$ cat src/rtl/argmax_classifier.sv
// argmax_classifier: snapshots a signed score vector, scans it one element per
// cycle for the best and second-best scores, then presents the winning index,
// its score, the best-minus-second margin and an uncertainty flag.
// Element i of in_scores occupies bits [i*SCORE_W +: SCORE_W].
module argmax_classifier #(
    parameter int                 N_CLASSES  = 3,
    parameter int                 SCORE_W    = 32,
    parameter logic [SCORE_W:0]   MIN_MARGIN = '0,
    localparam int                IDX_W      = (N_CLASSES > 1) ? $clog2(N_CLASSES) : 1
) (
    input  logic                           clk,
    input  logic                           rst,
    input  logic [N_CLASSES*SCORE_W-1:0]   in_scores,
    input  logic                           in_valid,
    output logic                           in_ready,
    output logic [IDX_W-1:0]               out_idx,
    output logic signed [SCORE_W-1:0]      out_score,
    output logic [SCORE_W:0]               out_margin,
    output logic                           out_uncertain,
    output logic                           out_valid,
    input  logic                           out_ready
);

    typedef enum logic [1:0] {IDLE, SCAN, DONE} state_t;

    localparam logic signed [SCORE_W-1:0] MOST_NEG = {1'b1, {(SCORE_W-1){1'b0}}};
    localparam logic [SCORE_W:0]          MAX_MARGIN = {1'b0, {SCORE_W{1'b1}}};

    state_t state, next_state;

    logic signed [SCORE_W-1:0] snap [N_CLASSES];
    logic [IDX_W-1:0]          scan_idx;
    logic signed [SCORE_W-1:0] best, second;
    logic [IDX_W-1:0]          best_idx;

    logic signed [SCORE_W-1:0] cur, nxt_best, nxt_second;
    logic [IDX_W-1:0]          nxt_idx;
    logic [SCORE_W:0]          nxt_margin;
    logic                      nxt_uncertain;
    logic                      last;

    // rst gates in_ready so nothing is accepted on the reset edge itself
    assign in_ready  = (state == IDLE) && !rst;
    assign out_valid = (state == DONE);
    assign last      = (scan_idx == IDX_W'(N_CLASSES - 1));

    // state register
    always_ff @(posedge clk) begin
        if (rst) state <= IDLE;
        else     state <= next_state;
    end

    // next-state decode
    always_comb begin
        next_state = state;
        case (state)
            IDLE:    if (in_valid && in_ready) next_state = SCAN;
            SCAN:    if (last)                 next_state = DONE;
            DONE:    if (out_ready)            next_state = IDLE;
            default: next_state = IDLE;
        endcase
    end

    // one scan step: fold the current element into the running best/second
    always_comb begin
        cur = snap[0];
        for (int i = 0; i < N_CLASSES; i++)
            if (scan_idx == IDX_W'(i)) cur = snap[i];
        nxt_best   = best;
        nxt_second = second;
        nxt_idx    = best_idx;
        if (scan_idx == '0) begin
            nxt_best   = cur;
            nxt_idx    = '0;
            nxt_second = MOST_NEG;
        end else if (cur > best) begin
            nxt_second = best;
            nxt_best   = cur;
            nxt_idx    = scan_idx;
        end else if (cur > second) begin
            nxt_second = cur;
        end
        // sign-extend both operands so the difference can never overflow
        nxt_margin    = {nxt_best[SCORE_W-1], nxt_best} - {nxt_second[SCORE_W-1], nxt_second};
        nxt_uncertain = (nxt_margin < MIN_MARGIN);
        if (N_CLASSES == 1) begin
            nxt_margin    = MAX_MARGIN;
            nxt_uncertain = 1'b0;
        end
    end

    // snapshot capture, scan registers and result registers
    always_ff @(posedge clk) begin
        if (rst) begin
            scan_idx      <= '0;
            best          <= '0;
            second        <= '0;
            best_idx      <= '0;
            out_idx       <= '0;
            out_score     <= '0;
            out_margin    <= '0;
            out_uncertain <= 1'b0;
        end else begin
            case (state)
                IDLE: begin
                    if (in_valid) begin
                        for (int i = 0; i < N_CLASSES; i++)
                            snap[i] <= in_scores[i*SCORE_W +: SCORE_W];
                        scan_idx <= '0;
                    end
                end
                SCAN: begin
                    best     <= nxt_best;
                    second   <= nxt_second;
                    best_idx <= nxt_idx;
                    scan_idx <= scan_idx + IDX_W'(1);
                    if (last) begin
                        out_idx       <= nxt_idx;
                        out_score     <= nxt_best;
                        out_margin    <= nxt_margin;
                        out_uncertain <= nxt_uncertain;
                    end
                end
                default: ;
            endcase
        end
    end

endmodule

$ cat config.mk
export PLATFORM = sky130hd
export DESIGN_NAME = argmax_classifier
export DESIGN_NICKNAME = d
export VERILOG_FILES = /design/src/rtl/argmax_classifier.sv
export SDC_FILE = /design/constraint.sdc
export NUM_CORES = 1
export LEC_CHECK = 0
export CORE_UTILIZATION = 55
export DETAILED_ROUTE_END_ITERATION = 10
export PLACE_DENSITY = 0.79
export SLEW_MARGIN = 20
export SYNTH_ARGS = -nofsm -noshare
export SYNTH_HDL_FRONTEND = slang
export SYNTH_SLANG_ARGS = --single-unit
$ cat constraint.sdc
create_clock -name clk -period 12.4 [get_ports clk]
set_clock_uncertainty 0.15 [all_clocks]
set_input_delay 1.86 -clock clk [delete_from_list [all_inputs] [get_ports clk]]
set_output_delay 1.86 -clock clk [all_outputs]
set_load 0.02 [all_outputs]
; After elaboration in Yosys (flattened, before gate mapping)
; Memory sizes are Yosys's and may differ from the RTL's.
; Index checks and enable logic that the tools add are counted.
[totals]
ff_bits = 138
ramBits = 96
inputBits = 100
out_inout_bits = 70
elab_cells = 51
n_memories = 1
[classes]
add_sub_neg = 2
order_cmp = 3
eq_ne = 8
muxes = 19
n_reduce_logical = 9
[memory_table]
columns = name, depth, width, rd, rd_ports_with_merged_regs, wr, line_no
row1 = snap, 3, 32, 3, 0, 3, 31  ; logic signed [SCORE_W-1:0] snap [N_CLASSES];
[op_table]
columns = operator, n
row1 = 32-bit 2-to-1 mux, 7
row2 = 32-bit > comparator, 2
row3 = "33-bit by 1-bit < comparator with 1-bit output, second input constant", 1
row4 = 32-bit by 32-bit subtractor with 33-bit output, 1
row5 = 2-bit 2-to-1 mux, 6
row6 = 2-bit case mux with 3 select lines, 1
row7 = "2-bit by 1-bit == test with 1-bit output, second input constant", 2
row8 = "2-bit == test, second input constant", 2
row9 = 2-bit logical NOT, 2
row10 = 1-bit 2-to-1 mux, 4
row11 = "2-bit by 1-bit != test with 1-bit output, second input constant", 2
row12 = "2-bit != test, second input constant", 2
row13 = 2-bit case mux with 2 select lines, 1
row14 = 2-bit AND reduction, 2
row15 = 3-bit AND reduction, 1
row16 = "2-bit by 1-bit adder with 2-bit output, second input constant", 1
row17 = 1-bit logical AND, 2
row18 = 2-bit nonzero test, 1
row19 = 1-bit logical NOT, 1

; Longest topological paths before layout
; Gate-level depths: netlist of run 1.
[depth]
ltp_word = 9
depth_mapped = 29
mapped_depth_nobuf = 25

; Least setup slack after synthesis of run 1
; Ideal clock, no wire load.
[synth_path]
path_type = register -> register
startpoint = reg scan_idx[1]
endpoint = reg out_margin[30]
setup_ns = 0.074
t_arrival_ns = 5.641
required_ns = 12.176
setup_slack_ns = 6.535
stages_incl_launch_ff = 28
n_path_buf = 3
synth_period_minus_slack_ns = 5.865
path_cell_list = dfxtp_1 -> inv_1 -> ha_1 -> clkbuf_1 -> buf_2 -> mux2i_1 -> o21a_1 -> inv_1 -> ha_1 -> nand4_1 -> nor4_1 -> o31ai_1 -> nand3_1 -> mux2i_4 -> buf_6 -> mux2i_1 -> a211oi_1 -> ha_1 -> inv_1 -> fa_1 -> a21o_1 -> a221oi_2 -> o21ai_1 -> a31o_2 -> a2111oi_4 -> o31ai_1 -> xnor2_1 -> o21ai_0
[synth_via]
elab_chain_len = 8
elab_cells_between_ends = 14
cone_classes = add/sub (1) / order compare (2) / eq/ne (2) / mux (7) / reduce/logical (2)
[synth_rtl]
columns = item, line_no
row1 = from (decl), 32  ; logic [IDX_W-1:0] scan_idx;
row2 = from (signal assigned), 116  ; scan_idx <= scan_idx + IDX_W'(1);
row3 = 2-bit by 1-bit == test with 1-bit output, 68  ; if (scan_idx == IDX_W'(i)) cur = snap[i];
row4 = 32-bit 2-to-1 mux (2 in series), 68
row5 = 32-bit > comparator, 80  ; end else if (cur > second) begin
row6 = 32-bit 2-to-1 mux, 80
row7 = 32-bit 2-to-1 mux, 76  ; end else if (cur > best) begin
row8 = 32-bit 2-to-1 mux *, 72  ; if (scan_idx == '0) begin
row9 = via nxt_second[0], 36  ; logic signed [SCORE_W-1:0] cur, nxt_best, nxt_second;
row10 = 32-bit by 32-bit subtractor with 33-bit output *, 84  ; nxt_margin = {nxt_best[SCORE_W-1], nxt_best} - {nxt_second[SCORE_W-1], nxt_second};
row11 = to (signal assigned), 120  ; out_margin <= nxt_margin;
row12 = to (decl), 18  ; output logic [SCORE_W:0] out_margin,
; Mark *: on every way through the listed nets, which the timed path passes. The rest lies on a longest branch.
; A chain may end at the register's enable or synchronous reset.

; Worst setup path after layout of run 1
; Same ends and word-level chain as after synthesis.

==> run summary, run 1 <==
Net Sw Power = 0.645 mW
Initial antenna violation count = 0
Reg2Reg Setup Slack = 4600 ps
Min Clock Period, post-route = 7800 ps
Vias in the first global route = 10712
CTS Root Cell = clkbuf_16
Synth warn = 0
GRT Total Usage = 0.283
Synthesized area = 13200 µm²
Launching point of the worst reg2reg path = scan_idx[1]
Post-Syn Area per Cell = 9.81 µm²
Min-Delay Path Depth = 2
Ys flop type = dfxtp_1
Vias = 10951
Final Setup Violations = 0
Share of layout cells above drive strength 1 = 0.0874
# rows = 56
Worst-Margin Slew = 880 ps
Antenna Nets Post-Route = 0
Setup repair after global routing missed its margin = no
GPL Wtd Cong = 0.917
Detailed Route WL = 34.6 mm
Initial Util = 0.562
CTS Hold Bufs = 0
Clock Power Share = 0.349
Net Count, Synth = 1545
Flop pwr share = 0.398
Synthesized flop and latch total = 233
Outcome = finished, final reports clean
Detail Placement HPWL = 23.7 mm
Final hold vios = 0
Fin crit share = 0.629
Pint = 1.47 mW
DRT iter0 DRCs = 728
Clock transition at path regs = 60 ps
Crit Path Max Fanout = 32
Layout area overhead = 20.0%
Combinational power share = 0.253
Ant. Diodes = 0
LEAKAGE = 5.54 nW
GRT overflow = 0
Reg2Reg Depth = 27
Slack of the critical path = 4600 ps
Max Cap Viol = 0
CP Data Arrival Time = 8050 ps
I/O pins = 170
Startpoint types = flip-flop
DR pass1 iterations = 6
Layout net count = 1668
PwrDens = 134 nW/µm²
CP Capture Type = flip-flop
Clock Path Buffers = 3
Post-cts repair resize count = 0
Die width = 157 µm
Post-placement setup slack = 4770 ps
Worst-case hold path end point = out_margin[8]
Final slew viol count = 0
Die H = 157 µm
TritonCTS Buffers = 26
Number of enable flip-flop cells after synthesis = 96
Register area share after synthesis = 0.426
Hold_sp = out_margin[8]
Via density = 6.06
CTS sink count = 233
Post-CTS Setup Inserts = 0
Unique masters post-synth = 66
Routed wirelength normalized by instance count = 19.2 µm
Later-pin clock latency in the skew report = 530 ps
CTS tree = done
Largest net degree at the start of global routing = 86
Max_slew headroom = 0.401
Reg-to-reg endpoint = out_margin[30]
Remaining DRCs = 0
First-pass GRT wire length = 54.8 mm
Peak VDD IR = 0.123 mV
Worst Hold Class = flip-flop to flip-flop
Data required, critical path = 12650 ps
Max Clk Rate = 0.128 GHz
Setup CP Type = flip-flop to flip-flop
Fin Setup TNS = 0 ps
Core Box Area = 23500 µm²
Synth Instances = 1345
Sw frac = 0.304
Synth async-reset ratio = 0
Die area = 24600 µm²
PortBufs = 168
# H-tree levels = 1
## Yosys cell counts (3+ instances only)
| master | instances | area, µm² |
|---|---|---|
| o21ba_2 | 21 | 210 |
| o21bai_1 | 5 | 37.5 |
| and3_1 | 4 | 25.0 |
| o211ai_1 | 8 | 60.1 |
| mux2i_1 | 68 | 681 |
| a211oi_1 | 11 | 82.6 |
| nor2_1 | 58 | 218 |
| nor3_1 | 13 | 65.1 |
| a211o_1 | 31 | 272 |
| o21ai_1 | 3 | 15.0 |
| o21ai_0 | 117 | 586 |
| xnor2_1 | 12 | 105 |
| nand4_1 | 21 | 131 |
| nand3_1 | 29 | 145 |
| o21a_1 | 9 | 67.6 |
| a32oi_1 | 31 | 272 |
| o211a_1 | 3 | 30.0 |
| a21oi_1 | 99 | 495 |
| inv_1 | 78 | 293 |
| o31ai_1 | 5 | 37.5 |
| a2111oi_0 | 3 | 26.3 |
| clkbuf_1 | 60 | 225 |
| a31oi_1 | 3 | 18.8 |
| ha_1 | 99 | 1240 |
| mux2_2 | 30 | 338 |
| o22ai_1 | 31 | 194 |
| o21ba_1 | 10 | 100 |
| nand2b_1 | 9 | 56.3 |
| or3_1 | 5 | 31.3 |
| a21boi_0 | 3 | 22.5 |
| a22oi_1 | 3 | 22.5 |
| buf_6 | 10 | 113 |
| nand3b_1 | 31 | 233 |
| edfxtp_1 | 96 | 2880 |
| dfxtp_1 | 137 | 2740 |
| nand2_1 | 97 | 364 |
| xor2_1 | 9 | 78.8 |
| buf_2 | 15 | 75.1 |
| nor2b_1 | 7 | 43.8 |
| a21o_1 | 24 | 180 |
## worst max path at each step
stage,from,endpoint,slack [ps]
after detailed placement,scan_idx[1],out_margin[30],4770
after global placement,scan_idx[1],out_margin[30],4880
after global routing,scan_idx[1],out_margin[30],3980
after CTS,scan_idx[1],out_margin[30],4730
final,scan_idx[1],out_margin[30],4600
after floorplan,scan_idx[1],out_margin[30],6540
## routing by layer
layer  wire, µm  track usage  vias to the layer above  part of all wire
li1           -            -                     5241                 -
met5          0            0                        -                 0
met4       1760        0.152                        0             0.051
met2      17100        0.491                      413              0.49
met1      13800        0.338                     5198              0.40
met3       1930       0.0413                       99             0.056
## critical path, stage by stage (launching register included)
cell and delay [ps]:
dfxtp_1 330, inv_1 100, ha_2 180, buf_4 510, mux2i_1 140, o21ai_0 510
inv_1 190, ha_1 220, nor2b_1 120, o211ai_1 100, a2111oi_0 600, o31ai_1 140
nand3_1 180, mux2i_4 770, buf_4 450, mux2i_1 150, a211oi_1 290, ha_1 200
inv_1 50, fa_1 400, a21o_1 220, a221oi_2 380, o21ai_1 220, a31o_2 330
a2111oi_4 340, o31ai_1 150, xnor2_1 160, o21ai_0 90
## power groups by stage
stage / combinational, mW / sequential (mW) / clock, mW
after CTS: 0.530 / 0.843 / 0.754
after global placement: 0.516 / 0.859 / 0
final: 0.536 / 0.843 / 0.740
after global routing: 0.587 / 0.846 / 0.787
after floorplan: 0.383 / 0.859 / 0
after detailed placement: 0.526 / 0.860 / 0
## registers in the layout, indices dropped and copies added (netlist names)
signal and cells:
best_idx 2, second 32, best 32, out_idx 2
snap 96, out_score 32, out_margin 33, scan_idx 2
state 2
## cells in the final DEF (no fill, tap or decap), types with 57 or more instances in the layout
master / n
clkdlybuf4s50_1: 167
inv_1: 78
nand2_1: 96
o21ai_0: 117
mux2i_1: 68
edfxtp_1: 96
dfxtp_1: 137
a21oi_1: 99
ha_1: 97
nor2_1: 57
## layout make-up
cell class | count | area [µm²]
multi-input combinational | 944 | 6860
sequential | 233 | 5630
tap | 319 | 399
timing repair buffer | 185 | 1820
clock buffer | 36 | 764
inverter | 78 | 293
fill | 1847 | 7640
clock inverter | 11 | 62.6
## stage by stage
| step | power [mW] | instances | hold slack, ps | util | instance area (µm²) |
|---|---|---|---|---|---|
| global placement | 1.37 | 1758 | 291 | 0.638 | 15000 |
| detailed placement | 1.39 | 1758 | 296 | 0.638 | 15000 |
| finish | 2.12 | 1806 | 301 | 0.674 | 15800 |
| CTS | 2.13 | 1805 | 305 | 0.673 | 15800 |
| floorplan | 1.24 | 1345 | 286 | - | 13200 |
| global route | 2.22 | 1806 | 326 | 0.674 | 15800 |
## logic make-up after synthesis
logic type | synth area share
other | 0.000284
buffers and inverters | 0.0554
and+or+nand+nor | 0.106
muxes | 0.0789
AOI/OAI and AO/OA | 0.223
adders and majority gates | 0.0954
DFF | 0.426
xor gates and xnor gates | 0.0139
No activity file was read; power rests on OpenSTA's default activity.
==> run 2: changes to the inputs <==
Settings changed: CORE_UTILIZATION 55 to 51, PLACE_DENSITY 0.79 to 0.77.
Clock period 12.4 ns to 7.1 ns, I/O delays scaled along.
==> run 2 against run 1 <==
Sequential cell count unchanged. Cell area increased by 0.84%. Via count increased by 1.2%. Register-to-register slack got worse by 4200 ps. Utilization decreased by 4.2 points. First-iteration DRC count increased by 21%. Die area increased by 7.7%. Routed wire length increased by 3.2%. Non-clock buffer count increased by 18. Critical path type unchanged. Largest cell class unchanged. Largest power group unchanged. Highest routed layer unchanged.
==> run summary, run 2 (synthesis results as in run 1) <==
Hold_sp = out_margin[17]
Antenna Nets Post-Route = 0
GRT overflow = 0
GRT Total Usage = 0.270
Setup CP Type = flip-flop to flip-flop
Routed wirelength normalized by instance count = 19.5 µm
Final slew viol count = 0
Share of layout cells above drive strength 1 = 0.0925
Detailed Route WL = 35.7 mm
Outcome = finished, final reports clean
Slack of the critical path = 366 ps
Via density = 6.05
PwrDens = 232 nW/µm²
Clock Power Share = 0.341
Layout net count = 1686
Reg2Reg Depth = 25
Startpoint types = flip-flop
# H-tree levels = 1
Max Cap Viol = 0
Peak VDD IR = 0.162 mV
Crit Path Max Fanout = 26
I/O pins = 170
Clock Path Buffers = 3
Cell count after placement = 1788
Max reg flops = 96
Launching point of the worst reg2reg path = scan_idx[1]
Initial Util = 0.522
CTS tree = done
Worst-Margin Slew = 833 ps
Fin crit share = 0.948
CTS sink count = 233
Detail Placement HPWL = 25.1 mm
Post-CTS Setup Inserts = 0
Later-pin clock latency in the skew report = 530 ps
Vias in the first global route = 10982
CP Data Arrival Time = 7040 ps
Net Sw Power = 1.12 mW
Vias = 11081
Max Clk Rate = 0.149 GHz
Combinational power share = 0.262
CTS Hold Bufs = 0
Min Clock Period, post-route = 6730 ps
Largest net degree at the start of global routing = 73
Die area = 26500 µm²
Final Setup Violations = 0
Sw frac = 0.303
Total placed instance area = 15200 µm²
Post-placement setup slack = 507 ps
Min-Delay Path Depth = 2
# rows = 58
Most flop-heavy register = snap
Most frequent cells in the layout = clkdlybuf4s50_1 (167), dfxtp_1 (137), o21ai_0 (117)
Ant. Diodes = 0
Clock transition at path regs = 60 ps
Hold slack final = 301 ps
DRT iter0 DRCs = 879
CTS Root Cell = clkbuf_16
GPL Wtd Cong = 0.950
Regs by FF count = snap: 96 flops, out_margin: 33 flops
Die width = 163 µm
Flop pwr share = 0.398
TritonCTS Buffers = 26
First-pass GRT wire length = 57.1 mm
Cell area after layout = 16000 µm²
Pint = 2.59 mW
Post-cts repair resize count = 0
Initial antenna violation count = 0
Worst Hold Class = flip-flop to flip-flop
LEAKAGE = 5.60 nW
CP Capture Type = flip-flop
Worst setup path startpoint = scan_idx[1]
Core Box Area = 25300 µm²
Remaining DRCs = 0
DR pass1 iterations = 8
Layout area overhead = 21.0%
Cell Count, Final, Fillers Out = 1833
Die H = 163 µm
Fin Setup TNS = 0 ps
Setup repair after global routing missed its margin = no
Max_slew headroom = 0.439
Final hold vios = 0
PortBufs = 168
Data required, critical path = 7410 ps
Most common cell after layout, fill and taps aside = clkdlybuf4s50_1
run 2: stage by stage:
step           utilization  power [mW]
2_1_floorplan            -        2.17
3_3_place_gp         0.601        2.44
3_5_place_dp         0.601        2.45
4_1_cts              0.632        3.72
5_1_grt              0.632        3.87
6_report             0.632        3.71
run 2: power groups by stage:
stage	sequential [mW]	clock, mW	combinational [mW]
3_5_place_dp	1.50	0	0.948
3_3_place_gp	1.50	0	0.934
6_report	1.47	1.26	0.970
5_1_grt	1.48	1.33	1.06
2_1_floorplan	1.50	0	0.668
4_1_cts	1.47	1.29	0.957
run 2: final timing paths:
kind	endpoint	slack, ps
max	out_margin[20]	370
min reg2reg	out_margin[17]	300
min	out_margin[17]	300
max reg2reg	out_margin[20]	370
run 2: layout make-up:
class	count	area, µm²
Inverter	78	293
Multi-Input combinational cell	944	6870
Fill cell	2092	9290
Clock inverter	7	63.8
Timing Repair Buffer	203	1980
Clock buffer	38	727
Sequential cell	233	5630
Tap cell	330	413
run 2: metal layers:
layer  track usage  part of all wire
met1         0.326              0.41
met2         0.472              0.49
met4         0.140             0.052
met3        0.0303             0.051
met5             0                 0
run 2: worst max-delay path, cell delays in order (launching register included):
cell	delay, ps
dfxtp_1	330
inv_1	110
ha_2	340
buf_12	260
mux2i_1	110
o21ai_0	440
inv_1	200
ha_1	230
nor2b_1	110
o211ai_1	100
a2111oi_0	590
o31ai_1	120
nand3_1	170
mux2i_4	420
buf_12	270
mux2i_1	120
a211o_1	390
ha_1	410
and3_1	210
nand3_1	100
o21ai_1	310
a21oi_1	150
o21ai_0	310
a31oi_1	160
or4_1	410
o211ai_1	90
